**config.mk**
```make
export PLATFORM = sky130hd
export DESIGN_NAME = sort_accel_slave_driver
export DESIGN_NICKNAME = d
export VERILOG_FILES = /design/src/rtl/sort_accel_slave_driver.sv
export SDC_FILE = /design/constraint.sdc
export NUM_CORES = 1
export LEC_CHECK = 0
export CAP_MARGIN = 20
export CORE_ASPECT_RATIO = 1.4
export CORE_MARGIN = 1
export CORE_UTILIZATION = 53
export DETAILED_ROUTE_END_ITERATION = 16
export PLACE_DENSITY = 0.85
export SLEW_MARGIN = 20
export SYNTH_ARGS = -nofsm -noshare
export SYNTH_HDL_FRONTEND = slang
export SYNTH_SLANG_ARGS = --single-unit
```
**constraint.sdc**
```tcl
create_clock -name clock -period 3.9 [get_ports clock]
set_input_delay 0.78 -clock clock [delete_from_list [all_inputs] [get_ports clock]]
set_output_delay 0.78 -clock clock [all_outputs]
set_load 0.005 [all_outputs]
```
**src/rtl/sort_accel_slave_driver.sv**
```systemverilog
// Loads an element stream into the sort accelerator through its slave port, starts it,
// times the run, then reads the result back, streams it out and flags ordering errors.
module sort_accel_slave_driver #(
  parameter int N_ELEM      = 32,
  parameter int ADDR_W      = 7,
  parameter int DATA_W      = 8,
  parameter int SIZE_W      = 4,
  parameter int BASE_ADDR   = 0,
  parameter int TIMEOUT_CYC = 200000000
) (
  input  logic                  clock,
  input  logic                  reset,
  input  logic                  in_valid,
  input  logic [DATA_W-1:0]     in_data,
  output logic                  in_ready,
  output logic                  out_valid,
  output logic [DATA_W-1:0]     out_data,
  output logic                  out_last,
  input  logic                  out_ready,
  output logic [1:0]            S_oe_ram,
  output logic [1:0]            S_we_ram,
  output logic [2*ADDR_W-1:0]   S_addr_ram,
  output logic [2*DATA_W-1:0]   S_Wdata_ram,
  output logic [2*SIZE_W-1:0]   S_data_ram_size,
  input  logic [2*DATA_W-1:0]   Sout_Rdata_ram,
  input  logic [1:0]            Sout_DataRdy,
  output logic                  start_port,
  input  logic                  done_port,
  output logic [31:0]           cycles,
  output logic                  sorted_err,
  output logic                  timeout,
  output logic                  busy,
  output logic [3:0]            state_dbg
);

  // Handshakes: a transfer happens on the rising edge where valid and ready are both high;
  // valid never waits for ready, and data is held stable while valid is high and ready is low.

  typedef enum logic [3:0] {
    S_IDLE, S_WR_REQ, S_WR_WAIT, S_WR_ACC, S_START, S_RUN, S_RD_REQ, S_RD_WAIT, S_EMIT
  } state_t;

  localparam logic [ADDR_W-1:0] LAST_IDX    = ADDR_W'(N_ELEM - 1);
  localparam logic [32:0]       TIMEOUT_LIM = 33'(TIMEOUT_CYC);

  state_t              state, state_n;
  logic [ADDR_W-1:0]   idx, idx_n;
  logic [ADDR_W-1:0]   addr_n;
  logic [DATA_W-1:0]   rdata_q, prev_q, wdata_q;
  logic [31:0]         cycles_q;
  logic                err_q, timeout_q;
  logic                we_q, oe_q;
  logic [ADDR_W-1:0]   addr_q;
  logic [SIZE_W-1:0]   size_q;
  logic                rdy, is_last, in_fire, out_fire, run_expire;
  logic                unused_inputs;

  assign rdy        = Sout_DataRdy[0];
  assign is_last    = (idx == LAST_IDX);
  assign in_ready   = (state == S_IDLE) || (state == S_WR_ACC);
  assign in_fire    = in_valid && in_ready;
  assign out_valid  = (state == S_EMIT);
  assign out_fire   = out_valid && out_ready;
  assign run_expire = ({1'b0, cycles_q} + 33'd1) >= TIMEOUT_LIM;
  assign addr_n     = ADDR_W'(32'(BASE_ADDR) + 32'(idx_n) * 32'(DATA_W / 8));
  assign unused_inputs = ^{Sout_Rdata_ram[2*DATA_W-1:DATA_W], Sout_DataRdy[1]};

  always_comb begin
    state_n = state;
    idx_n   = idx;
    case (state)
      S_IDLE:    if (in_fire) begin state_n = S_WR_REQ; idx_n = '0; end
      S_WR_REQ:  state_n = S_WR_WAIT;
      S_WR_WAIT: if (rdy) begin
                   if (is_last) state_n = S_START;
                   else begin idx_n = idx + 1'b1; state_n = S_WR_ACC; end
                 end
      S_WR_ACC:  if (in_fire) state_n = S_WR_REQ;
      S_START:   state_n = S_RUN;
      S_RUN:     if (done_port) begin idx_n = '0; state_n = S_RD_REQ; end
                 else if (run_expire) state_n = S_IDLE;
      S_RD_REQ:  state_n = S_RD_WAIT;
      S_RD_WAIT: if (rdy) state_n = S_EMIT;
      S_EMIT:    if (out_fire) begin
                   if (is_last) state_n = S_IDLE;
                   else begin idx_n = idx + 1'b1; state_n = S_RD_REQ; end
                 end
      default:   state_n = S_IDLE;
    endcase
  end

  always_ff @(posedge clock) begin
    if (reset) begin
      state     <= S_IDLE;
      idx       <= '0;
      rdata_q   <= '0;
      prev_q    <= '0;
      cycles_q  <= '0;
      err_q     <= 1'b0;
      timeout_q <= 1'b0;
    end else begin
      state <= state_n;
      idx   <= idx_n;
      if (state == S_IDLE && in_fire) begin
        cycles_q  <= '0;
        err_q     <= 1'b0;
        timeout_q <= 1'b0;
      end
      if (state == S_START) cycles_q <= '0;
      // The done cycle itself is still counted; the count freezes once RUN is left.
      if (state == S_RUN) begin
        if (cycles_q != '1) cycles_q <= cycles_q + 32'd1;
        if (!done_port && run_expire) timeout_q <= 1'b1;
      end
      if (state == S_RD_WAIT && rdy) rdata_q <= Sout_Rdata_ram[DATA_W-1:0];
      if (out_fire) begin
        prev_q <= rdata_q;
        if (idx != '0 && rdata_q < prev_q) err_q <= 1'b1;
      end
    end
  end

  // Slave-side outputs are flops loaded from the next state so they line up with REQ/WAIT.
  always_ff @(posedge clock) begin
    if (reset) begin
      we_q    <= 1'b0;
      oe_q    <= 1'b0;
      addr_q  <= '0;
      wdata_q <= '0;
      size_q  <= '0;
    end else begin
      we_q   <= (state_n == S_WR_REQ);
      oe_q   <= (state_n == S_RD_REQ);
      size_q <= (state_n inside {S_WR_REQ, S_WR_WAIT, S_RD_REQ, S_RD_WAIT}) ? SIZE_W'(DATA_W) : '0;
      if (state_n == S_WR_REQ || state_n == S_RD_REQ) addr_q <= addr_n;
      if (state_n == S_WR_REQ) wdata_q <= in_data;
    end
  end

  assign S_we_ram        = {1'b0, we_q};
  assign S_oe_ram        = {1'b0, oe_q};
  assign S_addr_ram      = {{ADDR_W{1'b0}}, addr_q};
  assign S_Wdata_ram     = {{DATA_W{1'b0}}, wdata_q};
  assign S_data_ram_size = {{SIZE_W{1'b0}}, size_q};
  assign out_data        = rdata_q;
  assign out_last        = out_valid && is_last;
  assign start_port      = (state == S_START);
  assign cycles          = cycles_q;
  assign sorted_err      = err_q;
  assign timeout         = timeout_q;
  assign busy            = (state != S_IDLE);
  assign state_dbg       = state;

endmodule

```
==> flow_summary.json <==
{
  "outcome": "finished, final reports clean",
  "gp_congestion": 0.897,
  "yosysTopAreaCell": "dfxtp_1",
  "arrival_ns": 3.44,
  "endpoint_kind": "register",
  "critical_path.cell_chain": "ha_1 -> nand3_1 -> or3_1 -> nor3_4 -> mux2_2 -> o22ai_1 -> or2_4 -> o41ai_4 -> o311ai_1",
  "fmax_mhz": 313,
  "final_cell_area_um2": 5740,
  "slew_headroom_pct": 49.5,
  "yosysWarnings": 0,
  "firstDrtPassIters": 5,
  "numCtsBuffers": 9,
  "cts_buffer_depth": 2,
  "worstSetupStartpointType": "register",
  "timing.setup.tns_ns": 0,
  "worst_r2r_path_depth": 9,
  "period_needed_ns": 3.20,
  "die_w_um": 80.5,
  "synth_top_area_share_pct": 34.6,
  "dp_hpwl_um": 8690,
  "num_antenna_cells": 0,
  "syn-cell-area_um2": 4570,
  "ys.flop_type": "dfxtp_1",
  "place_ws_ns": 0.709,
  "std_cell_rows": 39,
  "worst_ep_required_time_ns": 4.14,
  "p_leak_nw": 2.12,
  "insertion_delay_ns": 0.34,
  "fin_ws_ns": 0.703,
  "cts_setup_buffers": 0,
  "async_flop_share_pct": 0,
  "ys_ff_latch": 79,
  "synth_edf_count": 0,
  "antenna_found_initial": 0,
  "crit_cells": 9,
  "whs_path_depth": 2,
  "wl_per_cell_um": 16.7,
  "start_util_pct": 55.4,
  "worstSetupPathType": "register to register",
  "hp-class": "register to register",
  "cts.clk_slew.worst_paths_ns": 0.06,
  "critPathMaxFanout": 9,
  "synth_area_per_cell_um2": 8.00,
  "setup_viol": 0,
  "rsz0062_at_grt": "no",
  "dr_total_vias": 4442,
  "syn_inst": 571,
  "grtUsageTotal_pct": 28.1,
  "drv_cap": 0,
  "power_per_cell_area_nw_per_um2": 343,
  "synthTopCellsByArea": "dfxtp_1, a21oi_1, nor2_1",
  "post_dp_cell_area_um2": 5410,
  "io_pins": 124,
  "finalHoldViolCount": 0,
  "irDropWorstVdd_mv": 0.274,
  "skew_ns": 0.00913,
  "grt_max_degree": 61,
  "cp_top_family": "simple AND/OR/NAND/NOR gates",
  "cts-hold-fix-buffers": 0,
  "die-height_um": 112,
  "grt_pass1_wl_um": 19900,
  "drtIter0Drc": 158,
  "cts_resized": 0,
  "fp.coreArea_um2": 8250,
  "grt_overflow": 0,
  "path_buf_inv": 0,
  "postRouteWirelength_um": 12500,
  "grt_pass1_vias": 4158,
  "portBuffers": 90,
  "finalPower_mw": 1.97,
  "slew_viol_final": 0,
  "worstMarginPinSlew_ns": 0.746,
  "numClockSinks": 79,
  "die-area_um2": 9000,
  "drc": 0,
  "drive_above_1_share_pct": 7.09,
  "slowest_stage": "or3_1",
  "hold_ws_ns": 0.461,
  "layout-area-overhead-vs-synth_pct": 25.7,
  "viasPerCell": 5.91,
  "slowest_delay_ns": 0.55,
  "htreeDepth": 3,
  "fin_crit_sh_pct": 82.0,
  "cts_tree": "built",
  "final_nets": 687,
  "ys_types": 63,
  "cts_root_buf": "clkbuf_16",
  "antenna_left": 0,
  "yosysSeqAreaShare_pct": 34.6
}
layout make-up:
class,count,area (um^2)
multi-input cells,443,2700
fillers,677,2500
flip-flops and latches,79,1580
repair buffers,98,962
clock buffers,10,239
well taps,102,128
clock inverters,5,82.6
inverters,14,52.6
per-stage QoR:
step | util [%] | cells
after floorplan | - | 594
after global placement | 65.6 | 735
after detailed placement | 65.6 | 735
after CTS | 69.5 | 750
after global routing | 69.6 | 751
final | 69.6 | 751
synthesized netlist by cell type (5+ instances only):
| cell type | n |
|---|---|
| a311oi_1 | 10 |
| dfxtp_1 | 79 |
| mux2_2 | 8 |
| nand2b_1 | 5 |
| or3_1 | 6 |
| and3_1 | 5 |
| inv_1 | 14 |
| ha_1 | 11 |
| nor2b_1 | 16 |
| nand2_1 | 49 |
| a21o_1 | 6 |
| and2_1 | 5 |
| nand3_1 | 23 |
| mux2i_1 | 18 |
| a21oi_1 | 54 |
| nand4_1 | 7 |
| nor3_1 | 11 |
| buf_4 | 27 |
| a31oi_1 | 8 |
| o21ai_0 | 27 |
| nor4_1 | 8 |
| clkbuf_1 | 23 |
| and4_1 | 8 |
| nor2_1 | 62 |
| a211oi_1 | 8 |
worst register-to-register path: cells and delay by family (launching register included):
| family | cells | cell delay [ns] |
|---|---|---|
| compound gates | 3 | 0.61 |
| fa+ha+maj | 1 | 0.27 |
| flops | 1 | 0.48 |
| mux | 1 | 0.39 |
| simple gates | 4 | 1.36 |
cell families (layout without fill, tap and decap cells):
family	Yosys count	in the layout	synth area share, %
buf+inv	72	127	8.40
fa+ha+maj	11	11	3.01
other cells	1	24	0.0820
xor+xnor	6	6	1.15
simple gates	228	228	26.0
compound gates	148	148	20.8
flops	79	79	34.6
mux	26	26	5.91
layer usage:
metal / wire length (um) / global-route usage (%)
met3: 695 / 6.31
met5: 0 / 0
met1: 5020 / 32.6
met2: 6510 / 49.0
met4: 283 / 11.0
cells in the final DEF, fill, tap and decap left out, drive strengths merged, types with 3 or more instances in the layout:
master         Yosys  routed
clkdlybuf4s50      0      89
dfxtp             79      79
nor2              62      62
a21oi             54      54
nand2             49      49
o21ai             29      29
nand3             25      25
conb               1      24
mux2i             18      18
nor2b             16      16
inv               14      14
nor3              12      12
ha                11      11
a311oi            10      10
clkbuf            23      10
buf               35       9
and4               8       8
nor4               8       8
a211oi             8       8
mux2               8       8
a31oi              8       8
or3                8       8
nand4              7       7
a21o               6       6
and2               5       5
nand2b             5       5
and3               5       5
a41oi              4       4
xnor2              4       4
nand3b             4       4
or2                4       4
o21a               3       3
a221oi             3       3
o211ai             3       3
clkinv             0       3
final timing paths:
kind,startpoint,slack [ns],to
worst max-delay path,cycles[0],0.70,size_q[3]
worst min-delay path,prev_q[7],0.46,prev_q[7]
worst max register to register,cycles[0],0.70,size_q[3]
worst min register to register,prev_q[7],0.46,prev_q[7]
power by group:
group / internal (mW) / total (mW) / switching [mW]
combinational: 0.102 / 0.217 / 0.116
sequential: 0.822 / 0.837 / 0.0150
clock: 0.575 / 0.913 / 0.338
total: 1.50 / 1.97 / 0.469
registers in the layout, indices dropped and copies added (netlist names):
register,flops
sorted_err,1
cycles,32
oe_q,1
we_q,1
prev_q,8
size_q,1
addr_q,7
out_data,8
state_dbg,4
wdata_q,8
idx,7
timeout,1
(Power assumes the default switching activity.)
